<file path="src/rtl/decimal_entry.sv">
// decimal_entry: three-key signed decimal entry pad.
//
// Each raw pushbutton is synchronized, debounced and turned into a one-cycle
// press event. Digit presses build an unsigned magnitude (up to 7 BCD digits),
// the sign key toggles polarity, and enter commits the signed word to value,
// which is then held (value_valid) until the consumer acknowledges it.
//
// Ports:
//   clk          system clock, rising edge
//   rst          synchronous active-high reset
//   digit_in     BCD digit sampled on an accepted digit press
//   key_digit_n  raw active-low digit key
//   key_sign_n   raw active-low sign key
//   key_enter_n  raw active-low enter key
//   value        committed signed word
//   value_valid  value is held for the consumer
//   value_ack    consumer has taken value
//   entry_value  live signed echo of the entry in progress
//   digit_count  digits entered so far (0..7)
//   entry_err    one-cycle pulse on a rejected press
//
// state | meaning
// ------+----------------------------------------------------------
// ENTRY | accepting digit / sign / enter presses
// HOLD  | committed value held; presses rejected until value_ack

module decimal_entry #(
  parameter int DEBOUNCE_CYCLES = 50000
) (
  input  logic        clk,
  input  logic        rst,
  input  logic [3:0]  digit_in,
  input  logic        key_digit_n,
  input  logic        key_sign_n,
  input  logic        key_enter_n,
  output logic [31:0] value,
  output logic        value_valid,
  input  logic        value_ack,
  output logic [31:0] entry_value,
  output logic [2:0]  digit_count,
  output logic        entry_err
);

  localparam logic [15:0] CNT_TC = 16'(DEBOUNCE_CYCLES - 1);

  // key index: 0 = digit, 1 = sign, 2 = enter
  logic [2:0]  keys_n;
  logic [2:0]  sync1, sync2;
  logic [2:0]  db, db_d;
  logic [15:0] cnt [3];
  logic [2:0]  press;

  assign keys_n = {key_enter_n, key_sign_n, key_digit_n};

  always_ff @(posedge clk) begin
    if (rst) begin
      sync1 <= '1;
      sync2 <= '1;
      db    <= '1;
      db_d  <= '1;
      for (int k = 0; k < 3; k++) cnt[k] <= '0;
    end else begin
      sync1 <= keys_n;
      sync2 <= sync1;
      db_d  <= db;
      for (int k = 0; k < 3; k++) begin
        if (sync2[k] == db[k]) begin
          cnt[k] <= '0;
        end else if (cnt[k] == CNT_TC) begin
          // DEBOUNCE_CYCLES consecutive differing cycles seen
          db[k]  <= sync2[k];
          cnt[k] <= '0;
        end else begin
          cnt[k] <= cnt[k] + 16'd1;
        end
      end
    end
  end

  // falling edge of the debounced level = one press event
  assign press = db_d & ~db;

  logic ev_enter, ev_sign, ev_digit, ev_any;
  assign ev_enter = press[2];
  assign ev_sign  = press[1] & ~press[2];
  assign ev_digit = press[0] & ~press[1] & ~press[2];
  assign ev_any   = |press;

  typedef enum logic {ENTRY, HOLD} state_t;

  state_t      state, state_n;
  logic [23:0] mag, mag_n;
  logic        neg, neg_n;
  logic [2:0]  cnt_d_n;
  logic [31:0] value_n;
  logic        valid_n;
  logic        err_n;
  logic [31:0] mag_ext;
  logic [31:0] signed_mag;
  logic [23:0] mag_x10;

  assign mag_ext     = {8'd0, mag};
  assign signed_mag  = (neg && (mag != 24'd0)) ? (32'd0 - mag_ext) : mag_ext;
  assign entry_value = signed_mag;
  assign mag_x10     = {mag[20:0], 3'b000} + {mag[22:0], 1'b0};

  always_ff @(posedge clk) begin
    if (rst) begin
      state       <= ENTRY;
      mag         <= '0;
      neg         <= 1'b0;
      digit_count <= '0;
      value       <= '0;
      value_valid <= 1'b0;
      entry_err   <= 1'b0;
    end else begin
      state       <= state_n;
      mag         <= mag_n;
      neg         <= neg_n;
      digit_count <= cnt_d_n;
      value       <= value_n;
      value_valid <= valid_n;
      entry_err   <= err_n;
    end
  end

  always_comb begin
    state_n = state;
    mag_n   = mag;
    neg_n   = neg;
    cnt_d_n = digit_count;
    value_n = value;
    valid_n = value_valid;
    err_n   = 1'b0;
    case (state)
      ENTRY: begin
        if (ev_enter) begin
          value_n = signed_mag;
          valid_n = 1'b1;
          mag_n   = '0;
          neg_n   = 1'b0;
          cnt_d_n = '0;
          state_n = HOLD;
        end else if (ev_sign) begin
          neg_n = ~neg;
        end else if (ev_digit) begin
          if ((digit_in <= 4'd9) && (digit_count < 3'd7)) begin
            mag_n   = mag_x10 + {20'd0, digit_in};
            cnt_d_n = digit_count + 3'd1;
          end else begin
            err_n = 1'b1;
          end
        end
      end
      HOLD: begin
        // ack wins over any coincident press; the press is still rejected
        if (value_ack) begin
          valid_n = 1'b0;
          state_n = ENTRY;
        end
        if (ev_any) err_n = 1'b1;
      end
      default: state_n = ENTRY;
    endcase
  end

endmodule
</file>
<file path="config.mk">
export PLATFORM = sky130hd
export DESIGN_NAME = decimal_entry
export DESIGN_NICKNAME = d
export VERILOG_FILES = /design/src/rtl/decimal_entry.sv
export SDC_FILE = /design/constraint.sdc
export NUM_CORES = 1
export LEC_CHECK = 0
export ABC_AREA = 1
export BUFFER_PORTS_ARGS = -buffer_cell sky130_fd_sc_hd__buf_2
export CORE_MARGIN = 2
export CORE_UTILIZATION = 45
export CTS_BUF_LIST = sky130_fd_sc_hd__clkbuf_8
export CTS_CLUSTER_DIAMETER = 80
export DETAILED_ROUTE_END_ITERATION = 12
export PLACE_DENSITY = 0.69
export SYNTH_ARGS = -nofsm -noshare
export SYNTH_HDL_FRONTEND = slang
export SYNTH_SLANG_ARGS = --single-unit
</file>
<file path="constraint.sdc">
create_clock -name clk -period 3.3 [get_ports clk]
set_input_delay 0.66 -clock clk [delete_from_list [all_inputs] [get_ports clk]]
set_output_delay 0.66 -clock clk [all_outputs]
set_load 0.01 [all_outputs]
</file>
Word level (Yosys, flattened, before mapping)
Memories as Yosys holds them, arrays and structs flattened.
Cells that the tools add are included.

operators by class
  div/mod/pow operators = 0
  equal/unequal tests = 9
  bitwise operators = 21
  reduce and logical (&&, ||, !) cells = 14
  shift-type cells = 0
  magnitude comparators = 2
  mux-type cells = 67
  $mul = 0
  $add $sub $neg = 7

operators by type and width
  cell                                                                  count
  16-bit two-way mux                                                    9
  24-bit two-way mux                                                    4
  16-bit by 1-bit adder with 16-bit output (second input constant)      3
  16-bit equality test (second input constant)                          3
  1-bit two-way mux                                                     46
  32-bit two-way mux                                                    1
  1-bit by 24-bit subtractor with 25-bit output (first input constant)  1
  24-bit adder                                                          1
  24-bit by 4-bit adder with 24-bit output                              1
  24-bit nonzero test                                                   1
  3-bit two-way mux                                                     4
  2-bit AND reduction                                                   6
  1-bit OR                                                              9
  1-bit NOT                                                             7
  2-bit inequality test (second input constant)                         3
  1-bit one-hot mux with 2 select lines                                 3
  2-bit nonzero test                                                    3
  4-bit <= comparator (second input constant)                           1
  4-bit AND reduction                                                   1
  3-bit by 1-bit adder with 3-bit output (second input constant)        1
  1-bit AND                                                             3
  3-bit AND                                                             1
  1-bit equality test                                                   3
  3-bit less-than comparator (second input constant)                    1
  other kinds (3)                                                       4

storage, ports and cells
  bits in writable memories = 48
  memories = 1
  word-level logic and storage cells = 134
  flip-flop bits (word level) = 75
  memory bits (read-only) = 0
  output and inout bits = 69
  bits in latches = 0

memory list
  memory  words  bits a word  rd ports  clocked after Yosys merged registers in  wr ports  RTL line  source
  cnt     3      16           3         0                                        3         50        logic [15:0] cnt [3];

Logic depth before layout (Yosys ltp)
Gate-level depths: netlist (run 1).

  word-level depth = 9
  gate-level depth with buffers = 15
  depth with buffers taken out = 15

Worst setup path after synthesis (run 1)
No wires, ideal clock.

  kind = input to register
  start point = input port digit_in[3]
  end point = register mag[14]
  stages = 12
  library setup time = 0.132 ns
  arrival time = 2.418 ns
  setup slack = 0.750 ns
  cells stage by stage = inv_1 -> fa_1 -> inv_1 -> fa_1 -> nand3_1 -> nand3_1 -> nand2_1 -> nand3_1 -> nand2_1 -> nand3b_1 -> nand3_1 -> a21oi_1

between the ends
  word-level cells in the longest chain between the ends = 5
  elaborated cells on any way between the ends = 9
  classes of those cells = 1 x add/sub; 1 x order compare; 4 x mux; 3 x reduce/logical

ends and longest elaborated chain
  item                                      RTL line  source
  start, declared                           32        input logic [3:0] digit_in,
  24-bit by 4-bit adder with 24-bit output  148       mag_n = mag_x10 + {20'd0, digit_in};
  24-bit two-way mux                        147       if ((digit_in <= 4'd9) && (digit_count < 3'd7)) begin
  24-bit two-way mux                        146       end else if (ev_digit) begin
  24-bit two-way mux                        144       end else if (ev_sign) begin
  24-bit two-way mux                        137       if (ev_enter) begin
  end signal, assigned                      118       mag <= mag_n;
  end, declared                             92        logic [23:0] mag, mag_n;

Parallel ways exist; a longest one is shown, timed or not. The select of a mux whose other input is x is not followed.
A chain may end at the register's enable or synchronous reset.

Final worst setup path (run 1)
  start point = register mag[0]
  end point = output port entry_value[3]

between the ends
  word-level cells in the longest chain between the ends = 3
  elaborated cells on any way between the ends = 4
  classes of those cells = 1 x add/sub; 1 x mux; 2 x reduce/logical

ends and longest elaborated chain
  item                                                                                                   RTL line  source
  parallel branches: the longest is 2 deep, another holds 1-bit by 24-bit subtractor with 25-bit output  --
  32-bit two-way mux (*)                                                                                 103       assign signed_mag = (neg && (mag != 24'd0)) ? (32'd0 - mag_ext) : mag_ext;
  end, declared                                                                                          39        output logic [31:0] entry_value,

Mark *: on every way between the ends.

==> summary.md, run 1 <==
| Metric | Value |
|---|---|
| Status | finished, final reports clean |
| I/O pin total | 79 |
| Detailed Routing Iterations Pass 1 | 5 |
| CP required | 2.64 ns |
| MaxCap Viol Count | 0 |
| Max FO, Critical Path | 25 |
| Met3 GRT Util | 0.0434 |
| Met1 usage | 0.258 |
| DRC Markers | 0 |
| Starting Density | 0.458 |
| PostCTS Resize Cnt | 0 |
| Fillcell total | 1671 |
| Reg2reg path depth | 13 |
| CP max stage delay | 0.35 ns |
| Leak Pwr | 0.00447 uW |
| Synthesis-stage register bit count | 116 |
| Slowest stage cell on the critical path | dfxtp_1 |
| Worst r2r src | mag[0] |
| Detail Route Antenna Nets | 0 |
| Hold_ws | 0.383 ns |
| Post-CTS setup buffers | 0 |
| Setup_tns | 0 ns |
| Max Freq | 327 MHz |
| Cell Rows | 47 |
| Total CTS buffers | 17 |
| Final-report hold violation count | 0 |
| Core area | 16500 um2 |
| Main synth FF type | dfxtp_1 |
| Die width | 134 um |
| Worst vdd ir | 0.243 mV |
| Post-synthesis sequential area ratio | 0.371 |
| Cell Area, Synth | 7560 um2 |
| Clock root cell | clkbuf_8 |
| Overall routed net length | 16.9 mm |
| R2R Path End | mag[18] |
| Hold Crit Class | input port to flip-flop |
| Final period util | 0.927 |
| Synth Instances | 1046 |
| Via Count | 6763 |
| Top Usage Layer GRT | met2 |
| Largest net degree at the start of global routing | 37 |
| Initial antenna violation count | 0 |
| N_diodes | 0 |
| CTS Buffer Depth | 2 |
| Final WS setup | 0.240 ns |
| Crit path arrival time | 2.40 ns |
| Yosys warning total | 0 |
| Met2 Use GR | 0.318 |
| RSZ-0062 raised after global routing | no |
| Max_slew headroom | 0.596 |
| Minimum clock period | 3.06 ns |
| Reg2reg setup slack | 0.70 ns |
| Fraction of layout cells with a size suffix above 1 | 0.135 |
| Routability cong. | 0.876 |
| Worst-skew pair later-pin latency | 0.46 ns |
| First-pass GRT wire length | 28.5 mm |
| Critical Path Most Common Cell | nand2_1 |
| Detailed placement HPWL | 13.1 mm |
| Fin nets | 1223 |
| Vias in the first global route | 6172 |
| Pwr dens | 331 nW/um2 |
| Total grt overflow | 0 |
| CP endpoint | entry_value[3] |
| Port-buffer cells | 78 |
| Clock Sinks | 116 |
| Avg WL per Cell | 12.1 um |
| Crit path launch | mag[0] |
| Worst-path clk slew | 0.07 ns |
| DIE AREA | 17900 um2 |
| Crit path kind | flip-flop to output port |
| Area Growth Syn to Fin | 13.6% |
| Element type at the critical path end | output port |
| CTS Hold Bufs | 0 |
| Final setup viols | 0 |
| Crit path cell chain | inv_1 > ha_1 > nand3_2 > nor2_4 > nand3_4 > nand2_8 > inv_6 > nand2_1 > nand2_1 > nand2_2 > buf_2 |
| Post-synthesis cell type count | 46 |
| Clk_skew | 0.00892 ns |
| Via density | 4.84 |
| Startpoint types | flip-flop |
| Worst-margin pin slew | 0.605 ns |
| Iteration-0 DRC Markers | 373 |
| CTS tree | built |
| Place WS | 0.434 ns |
| GRT Total Usage | 0.197 |
| Die height | 134 um |
| Final Slew Violations | 0 |
| Synthesized area per cell | 7.23 um2 |
| Post-synth ARST share | 0 |
| Final core occ | 0.520 |
| Number of synthesized flops with an enable pin | 48 |
| Max H-tree Level | 4 |
==> how the worst min path moves through the flow <==
stage	end	startpoint	slack (ns)	depth (start not counted)
6_report	sync1[2]	key_enter_n	0.38	2
5_1_grt	sync1[2]	key_enter_n	0.37	2
4_1_cts	sync1[2]	key_enter_n	0.36	2
3_5_place_dp	sync2[2]	sync1[2]	0.40	1
3_3_place_gp	sync2[1]	sync1[1]	0.40	1
2_1_floorplan	sync2[0]	sync1[0]	0.39	1
==> power breakdown <==
group / internal [uW] / switching, uW / leakage (uW)
logic: 26.0 / 58.2 / 0.00325
registers: 1520 / 22.5 / 0.00104
clock network: 604 / 611 / 0.000177
==> metrics by stage <==
stage	cells	area, um2	total power, uW
2_1_floorplan	1093	7740	1630
3_3_place_gp	1365	8230	1660
3_5_place_dp	1365	8230	1660
4_1_cts	1397	8590	2870
5_1_grt	1397	8590	2940
6_report	1397	8590	2840
==> sequential cells by signal, summed over array words and instances, names as in the netlist <==
signal and count:
cnt 48, db 3, db_d 3, digit_count 3, entry_err 1, mag 24
neg 1, state 1, sync1 3, sync2 3, value 25, value_valid 1
==> worst max-delay path: cells and delay by family, from the launching register on <==
kind | cells | cell delay [ns]
AND/OR/NAND/NOR | 7 | 0.90
buffers and inverters | 3 | 0.47
flip-flops | 1 | 0.35
adder cells (fa/ha/maj) | 1 | 0.23
==> cells in the mapped netlist (5+ instances only) <==
master    instances  area, um2
nand2_2          10       62.6
nand3_2           6       60.1
xor2_1           23        201
o21ai_0          28        140
a21oi_1          67        335
nor2_1          105        394
nor2_2            6       37.5
nand3_1          55        275
nor3_1           29        145
dfxtp_1          68       1360
nand3b_1          7       52.6
or2_2            10       62.6
nor3b_1           8       60.1
o21ai_1           5       25.0
ha_1             47        588
inv_1           132        495
clkbuf_1          6       22.5
nand2_1         305       1140
buf_2             6       30.0
buf_4            17        128
nand4_1          16        100
edfxtp_1         48       1440
==> placed cells by master (no fill, tap or decap), types with 7 or more instances in the layout <==
cell      instances
nor2_1          105
nand3_1          55
dfxtp_1          68
buf_2            78
clkbuf_8         18
edfxtp_1         48
a21oi_1          67
nand4_1          16
nand3b_1          7
inv_1           134
conb_1           48
nor3_1           29
xor2_1           23
ha_1             47
nor3b_1           8
nand2_1         305
nand2_2          10
o21ai_0          28
or2_2            10
==> layer usage <==
metal,part of all wire,up-vias,wire [um]
met5,0,-,0
met4,0.020,0,335
met3,0.043,28,720
met2,0.46,134,7690
met1,0.48,3036,8110
li1,-,3565,-
==> cell type report <==
cell class / count / area (um2) / area share
clock inverters: 14 / 113 / 0.0131
clock buffers: 18 / 248 / 0.0288
well taps: 220 / 275 / 0.0320
inverters: 137 / 519 / 0.0605
flip-flops and latches: 116 / 2800 / 0.326
multi-input cells: 809 / 4200 / 0.489
repair buffers: 83 / 428 / 0.0498
==> kinds of logic after synthesis <==
kind of cell,count (synthesis),share of synthesized area
simple gates,575,0.341
buf+inv,168,0.0966
flops,116,0.371
compound gates,110,0.0765
fa+ha+maj,49,0.0831
xor+xnor,27,0.0313
other cells,1,0.000496
(Power assumes the default switching activity.)
==> inputs of run 2 (changes only) <==
--- a/config.mk
+++ b/config.mk
@@ -9,7 +9,7 @@
 export BUFFER_PORTS_ARGS = -buffer_cell sky130_fd_sc_hd__buf_2
 export CORE_MARGIN = 2
 export CORE_UTILIZATION = 45
-export CTS_BUF_LIST = sky130_fd_sc_hd__clkbuf_8
+export CTS_BUF_LIST = sky130_fd_sc_hd__clkbuf_4
 export CTS_CLUSTER_DIAMETER = 80
 export DETAILED_ROUTE_END_ITERATION = 12
 export PLACE_DENSITY = 0.69
==> run 2 against run 1 <==
Compared with the run above:
- routed wire length barely moved
- register-to-register slack improved by 0.04 ns
- flip-flop and latch count unchanged
- worst setup slack better by 0.011 ns
- sequential share of layout area increased by 0.41 points
- final area shrank 1.2%
- sequential power barely moved
- clock power fell by 21%
- critical endpoint is now entry_value[13]
- largest cell class unchanged
==> summary.md, run 2 (same netlist as run 1, synthesis figures left out) <==
| Metric | Value |
|---|---|
| Status | finished, final reports clean |
| Detailed placement HPWL | 13.1 mm (unchanged) |
| Hold Crit Class | input port to flip-flop |
| DIE AREA | 17900 um2 (unchanged) |
| Dpl cells | 1365 (unchanged) |
| Overall routed net length | 16.9 mm (about the same) |
| Setup_tns | 0 ns (unchanged) |
| Via Count | 6778 (+0.22%) |
| Crit path arrival time | 2.39 ns (about the same) |
| Register Area | 2800 um2 (unchanged) |
| Final Power | 2590 uW (-9.0%) |
| Area Growth Syn to Fin | 12.2% |
| Most flops, register | cnt |
| Dpl cell area | 8230 um2 (unchanged) |
| Core area | 16500 um2 (unchanged) |
| Die width | 134 um (unchanged) |
| Final core occ | 0.513 (-0.00644) |
| Largest regs | cnt (48), value (25), mag (24) |
| Via density | 4.85 (+0.15%) |
| Fraction of layout cells with a size suffix above 1 | 0.137 (+0.00170) |
| Routability cong. | 0.876 (unchanged) |
| Die height | 134 um (unchanged) |
| Gate power share | 0.033 (+0.003) |
| Max FO, Critical Path | 25 (unchanged) |
| Max H-tree Level | 4 (unchanged) |
| CTS Buffer Depth | 2 (unchanged) |
| Largest register FFs | 48 (unchanged) |
| Vias in the first global route | 6195 (+0.37%) |
| Commonest non-fill, non-tap cells in the layout | nand2_1 (305), inv_1 (131), nor2_1 (105) |
| Clk_skew | 0.0135 ns (+0.00453 ns) |
| Detail Route Antenna Nets | 0 (unchanged) |
| Starting Density | 0.458 (unchanged) |
| Reg2reg path depth | 13 (unchanged) |
| Final-report hold violation count | 0 (unchanged) |
| I/O pin total | 79 (unchanged) |
| Clock Power Share | 0.371 (-0.057) |
| Clock Sinks | 116 (unchanged) |
| Internal power | 1930 uW (-10%) |
| Final period util | 0.924 (-0.00344) |
| Fin nets | 1223 (unchanged) |
| Layout Cells excl Fill | 1398 (+0.072%) |
| Minimum clock period | 3.05 ns (-0.0114 ns) |
| CP required | 2.64 ns (about the same) |
| Element type at the critical path end | output port |
| Avg WL per Cell | 12.1 um (about the same) |
| Startpoint types | flip-flop |
| Total CTS buffers | 17 (unchanged) |
| Cell Rows | 47 (unchanged) |
| First-pass GRT wire length | 28.5 mm (about the same) |
| Detailed Routing Iterations Pass 1 | 4 (-1) |
| Pwr dens | 305 nW/um2 (-7.9%) |
| CTS tree | built |
| Final setup viols | 0 (unchanged) |
| Fillcell total | 1682 (+0.66%) |
| Iteration-0 DRC Markers | 366 (-1.9%) |
| Max_slew headroom | 0.588 (-0.00760) |
| Commonest non-fill, non-tap cell in the layout | nand2_1 |
| GRT Total Usage | 0.196 (-0.000841) |
| Worst-margin pin slew | 0.616 ns (+0.0114 ns) |
| Clock root cell | clkbuf_4 |
| Port-buffer cells | 78 (unchanged) |
| Final Cell Area | 8480 um2 (-1.2%) |
| Worst vdd ir | 0.179 mV (-26%) |
| Hold depth | 2 (unchanged) |
| Initial antenna violation count | 1 (+1) |
| Post-CTS setup buffers | 0 (unchanged) |
| Crit path kind | flip-flop to output port |
| Switching part of the total | 0.254 (+0.0106) |
| MaxCap Viol Count | 0 (unchanged) |
| Worst-path clk slew | 0.11 ns (+0.04 ns) |
| Psw | 657 uW (-5.1%) |
| Largest net degree at the start of global routing | 37 (unchanged) |
| Leak Pwr | 0.00442 uW (-1.1%) |
| Max Freq | 328 MHz (+0.37%) |
| Total grt overflow | 0 (unchanged) |
| Worst-skew pair later-pin latency | 0.55 ns (+0.09 ns) |
| Sequential share of power | 0.596 (+0.053) |
| RSZ-0062 raised after global routing | no |
| Multi-input logic area | 4200 um2 (unchanged) |
| Final Slew Violations | 0 (unchanged) |
| DRC Markers | 0 (unchanged) |
[run 2: critical path: stages (launching register included)]
cell and delay [ns]:
dfxtp_1 0.38, inv_1 0.14, ha_1 0.20, nand3_2 0.14, nor2_4 0.20, nand3_4 0.14
nand2_8 0.15, inv_6 0.12, nand2_1 0.09, nand2_1 0.06, nand2_2 0.08, buf_2 0.13
[run 2: timing repair]
action	4_1_cts	5_1_grt
hold buffers	0	0
setup endpoints to repair	0	11
gates resized for setup	0	1
[run 2: area by class of cell]
class | count | share of cell area
Clock inverter | 13 | 0.0128
Inverter | 137 | 0.0612
Antenna cell | 1 | 0.000295
Sequential cell | 116 | 0.330
Timing Repair Buffer | 83 | 0.0504
Tap cell | 220 | 0.0324
Clock buffer | 19 | 0.0168
Multi-Input combinational cell | 809 | 0.496
[run 2: through the flow]
| stage | setup WS, ns | hold slack, ns |
|---|---|---|
| after global placement | 0.450 | 0.398 |
| after CTS | 0.0881 | 0.256 |
| final | 0.251 | 0.293 |
| after global routing | 0.0163 | 0.259 |
| after floorplan | 0.750 | 0.389 |
| after detailed placement | 0.434 | 0.397 |
[run 2: path summary, 6_finish.rpt]
kind	start	end	slack, ns
setup / recovery	mag[1]	entry_value[13]	0.25
hold / removal	key_enter_n	sync1[2]	0.29
setup reg to reg	mag[0]	mag[18]	0.74
hold reg to reg	sync1[2]	sync2[2]	0.42
[run 2: routing by layer]
layer / vias up / GRT usage / wire length [um]
met2: 138 / 0.320 / 7740
li1: 3571 / - / -
met3: 22 / 0.0388 / 740
met4: 0 / 0.0739 / 289
met5: - / 0 / 0
met1: 3047 / 0.257 / 8100
[run 2: power by group through the flow]
stage	logic, uW	clock network (uW)	registers (uW)
floorplan	63.2	0	1570
global route	98.3	1030	1550
global placement	82.1	0	1570
finish	84.2	960	1540
CTS	83.4	988	1540
detailed placement	82.9	0	1570
